$ cat src/rtl/serial_pkg.sv
// Shared types and constants for the serial deserializer: FSM state encoding,
// line-level start/stop bit values and the default word width.
package serial_pkg;

  typedef enum logic [1:0] {
    S_IDLE   = 2'd0,
    S_DATA   = 2'd1,
    S_PARITY = 2'd2,
    S_STOP   = 2'd3
  } state_t;

  localparam logic START_BIT      = 1'b0;
  localparam logic STOP_BIT       = 1'b1;
  localparam int   DEFAULT_DATA_W = 8;

endpackage

$ cat src/rtl/serial_deserializer.sv
// Strobe-driven serial-to-parallel receiver: start bit, DATA_W data bits,
// optional even parity, stop bit; one-word output buffer with ready/valid.
module serial_deserializer
  import serial_pkg::*;
#(
  parameter int DATA_W    = DEFAULT_DATA_W,
  parameter int PARITY_EN = 1,
  parameter int MSB_FIRST = 1
) (
  input  logic              i_clk,
  input  logic              i_rst,
  input  logic              i_ser_in,
  input  logic              i_bit_en,
  output logic [DATA_W-1:0] o_data,
  output logic              o_valid,
  input  logic              i_ready,
  output logic              o_busy,
  output logic              o_parity_err,
  output logic              o_frame_err,
  output logic              o_overrun
);

  localparam int CNT_W = $clog2(DATA_W + 1);

  state_t            r_state;
  logic [CNT_W-1:0]  r_cnt;
  logic [DATA_W-1:0] r_shift;
  logic              r_par;
  logic              r_par_err;
  logic [DATA_W-1:0] r_data;
  logic              r_valid;
  logic              r_parity_err;
  logic              r_frame_err;
  logic              r_overrun;

  logic [DATA_W-1:0] w_shift_next;
  logic              w_last_bit;

  generate
    if (DATA_W == 1) begin : g_shift_one
      assign w_shift_next = i_ser_in;
    end else if (MSB_FIRST != 0) begin : g_shift_msb
      assign w_shift_next = {r_shift[DATA_W-2:0], i_ser_in};
    end else begin : g_shift_lsb
      assign w_shift_next = {i_ser_in, r_shift[DATA_W-1:1]};
    end
  endgenerate

  assign w_last_bit = (r_cnt == CNT_W'(DATA_W - 1));

  always_ff @(posedge i_clk or posedge i_rst) begin
    if (i_rst) begin
      r_state      <= S_IDLE;
      r_cnt        <= '0;
      r_shift      <= '0;
      r_par        <= 1'b0;
      r_par_err    <= 1'b0;
      r_data       <= '0;
      r_valid      <= 1'b0;
      r_parity_err <= 1'b0;
      r_frame_err  <= 1'b0;
      r_overrun    <= 1'b0;
    end else begin
      r_parity_err <= 1'b0;
      r_frame_err  <= 1'b0;
      r_overrun    <= 1'b0;

      // A completing good frame in STOP may override this clear with a reload
      if (r_valid && i_ready) begin
        r_valid <= 1'b0;
      end

      if (i_bit_en) begin
        unique case (r_state)
          S_IDLE: begin
            if (i_ser_in == START_BIT) begin
              r_state   <= S_DATA;
              r_cnt     <= '0;
              r_shift   <= '0;
              r_par     <= 1'b0;
              r_par_err <= 1'b0;
            end
          end
          S_DATA: begin
            r_shift <= w_shift_next;
            r_par   <= r_par ^ i_ser_in;
            r_cnt   <= r_cnt + CNT_W'(1);
            if (w_last_bit) begin
              r_state <= (PARITY_EN != 0) ? S_PARITY : S_STOP;
            end
          end
          S_PARITY: begin
            r_par_err <= r_par ^ i_ser_in;
            r_state   <= S_STOP;
          end
          S_STOP: begin
            r_state <= S_IDLE;
            if (i_ser_in != STOP_BIT) begin
              r_frame_err <= 1'b1;
            end else if (r_par_err) begin
              r_parity_err <= 1'b1;
            end else if (!r_valid || i_ready) begin
              r_data  <= r_shift;
              r_valid <= 1'b1;
            end else begin
              r_overrun <= 1'b1;
            end
          end
          default: r_state <= S_IDLE;
        endcase
      end
    end
  end

  assign o_data       = r_data;
  assign o_valid      = r_valid;
  assign o_busy       = (r_state != S_IDLE);
  assign o_parity_err = r_parity_err;
  assign o_frame_err  = r_frame_err;
  assign o_overrun    = r_overrun;

endmodule

$ cat config.mk
export PLATFORM = sky130hd
export DESIGN_NAME = serial_deserializer
export DESIGN_NICKNAME = d
export VERILOG_FILES = /design/src/rtl/serial_pkg.sv /design/src/rtl/serial_deserializer.sv
export SDC_FILE = /design/constraint.sdc
export NUM_CORES = 1
export LEC_CHECK = 0
export CORE_MARGIN = 4
export CORE_UTILIZATION = 52
export CTS_CLUSTER_DIAMETER = 50
export DETAILED_ROUTE_END_ITERATION = 12
export PLACE_DENSITY = 0.77
export SLEW_MARGIN = 20
export SYNTH_ARGS = -nofsm -noshare
export SYNTH_HDL_FRONTEND = slang
export SYNTH_SLANG_ARGS = --single-unit
$ cat constraint.sdc
create_clock -name i_clk -period 2.2 [get_ports i_clk]
set_clock_uncertainty 0.2 [all_clocks]
set_input_delay 0.44 -clock i_clk [delete_from_list [all_inputs] [get_ports i_clk]]
set_output_delay 0.44 -clock i_clk [all_outputs]
set_load 0.05 [all_outputs]
==> results.toml <==
[status]
status = "complete, no violations"

[setup_path]
worst-r2r-cell-count = 6
r2r_slack_ns = 0.26
required_ns = 1.56
worstReg2RegStart = "r_state[1]"
setup.worst_path.start_class = "flop"
cp_top_family = "buffers and inverters"
cp.arrival_ns = 1.49
critPathKind = "flop to primary output"
crit_chain = "clkdlybuf4s50_1"
critical-path-max-stage-delay_ns = 0.80
cp_max_fo = 2
end_kind = "primary output"
r2r_end = "r_cnt[3]"
slowest_stage = "clkdlybuf4s50_1"
critPathBufInv = 1

[timing]
max_freq_mhz = 470
timing.setup.tns_ns = 0
worst_slack_ns = 0.0734
tightest_slew_ns = 0.512
setup_viol = 0
relSlewSlack_pct = 65.8
slew_viol_final = 0
worst_hold_slack_ns = 0.267
post-route-period-util_pct = 96.7
finalHoldViolations = 0
grt_setup_unrepaired = "false"
finalCriticalPeriod_ns = 2.13

[layout]
nets = 128
final_cells = 145
drive_above_1_share_pct = 16.2
area.growth.synth_to_final_pct = 22.5
fill_cells = 168
multi_input_area_um2 = 482
diodes = 0
regArea_um2 = 701

[synth]
synth.top_cells.by_count = "dfrtp_1 (28), a22o_1 (9), mux2_1 (9)"
synth-warning-count = 0
async_flop_share_pct = 100
yosysSeqAreaShare_pct = 56.9
synth_enable_flop_cells = 0
yosysTopAreaCell = "dfrtp_1"
yosysMostFrequentCell = "dfrtp_1"
avgSynthCellArea_um2 = 13.1
syn_nets = 104
synthFlopType = "dfrtp_1"
synth-seq-cells = 28
netlist_instances = 94
synthesis.area_um2 = 1230
synthTopCellsByArea = "dfrtp_1 (57%), mux2_1 (8.2%), a22o_1 (6.4%), ha_1 (5.1%), inv_1 (2.1%)"
synth_cell_type_count = 31
synth_top_area_share_pct = 56.9

[grt]
grt_use_total_pct = 15.2
grt_max_degree = 29
grt_antenna_before_repair = 0
overflow = 0
grt_pass1_wl_um = 3900
grt_pass1_vias = 848

[clock_network]
clock-sinks = 28
post_cts_buffers = 0
cts_tree = "done"
root_buffer = "clkbuf_4"
clk-insertion-delay-late_ns = 0.31
htree_levels = 1
numCtsBuffers = 3
cts.clk_slew.worst_paths_ns = 0.14
cts_buffer_depth = 2
postCtsHoldBufs = 0

[routing]
postRouteAntennaNets = 0
detail_route.wl_per_cell_um = 14.7
vias_per_cell = 5.55
drtIter0Drc = 15
firstDrtPassIters = 4
dr_total_vias = 805
drc = 0
routed_wirelength_um = 2140

[floorplanning]
die-area_um2 = 3210
fp.dieW_um = 56.7
fp-row-count = 17
initial_core_util_pct = 55.1
ios = 18
design.core.area_um2 = 2230
die_h_um = 56.7

[power_and_ir_drop]
p_per_area_nw_per_um2 = 1190
peakVddDrop_v = 0.000614
p_leak_nw = 0.754
finalPower_mw = 1.79

[hold_path]
hold_class = "input port to async pin"

[place]
place_ws_ns = -0.0870
placed_cells = 141
hpwl_um = 1650
routabilityCongestion = 0.777
port_buffers = 17

[run]
cap_violations = 0
cell usage in the layout (no fill, tap or decap), types with 3 or more instances in the layout:
cell type,n
ha_1,4
inv_1,7
dfrtp_1,28
mux2_1,9
a22o_1,9
nand2_1,3
clkbuf_4,3
clkdlybuf4s50_1,15
buf_4,6
worst max-delay path by stage:
stage                    start          to  depth (start not counted)
floorplan           r_state[0]  r_state[1]                          5
global placement      i_bit_en    r_cnt[0]                          4
detailed placement    i_bit_en    r_cnt[0]                          4
CTS                  o_data[7]   o_data[7]                          1
global route           o_valid     o_valid                          1
finish               o_data[3]   o_data[3]                          1
final cells by class:
class | instances | share of cell area (%)
repair buffers | 23 | 15.1
well taps | 28 | 2.32
inverters | 7 | 1.74
flip-flops and latches | 28 | 46.5
multi-input cells | 55 | 32.0
clock buffers | 4 | 2.41
stage by stage:
stage	area, um^2	util [%]
floorplan	1230	-
global placement	1460	65.5
detailed placement	1460	65.5
CTS	1500	67.1
global route	1510	67.5
finish	1510	67.5
worst min-delay path, stage by stage:
cell             delay (ns)
clkdlybuf4s50_1        0.40
inv_1                  0.05
buf_4                  0.31
routing by layer:
metal	routed length (um)	vias up	track usage, %
met1	965	402	20.4
met2	1080	15	25.7
met3	77	2	2.07
li1	-	386	-
met5	0	-	0
met4	18	0	4.07
report_power, final:
group | leakage, nW | total, mW | switching (mW) | internal [mW]
sequential | 0.375 | 0.764 | 0.107 | 0.657
clock | 0.0210 | 0.238 | 0.137 | 0.101
combinational | 0.358 | 0.791 | 0.444 | 0.347
flip-flops by register name, summed over array words and instances (netlist names), 2 cells and up:
register	cells
r_shift	8
o_data	8
r_state	2
r_cnt	4
what timing repair did:
action | in CTS | in global routing
endpoints found under the hold margin | 0 | 0
endpoints found under the setup margin | 0 | 13
resized for setup | 0 | 3
cells by family after synthesis:
family	count (synthesis)	share of synthesized area [%]
DFF	28	56.9
adders and majority gates	5	5.08
AOI/OAI and AO/OA	21	14.5
buffers and inverters	11	4.47
muxes	10	9.15
and+or+nand+nor	19	9.86
Note: power is estimated with default switching activity, not from simulation.
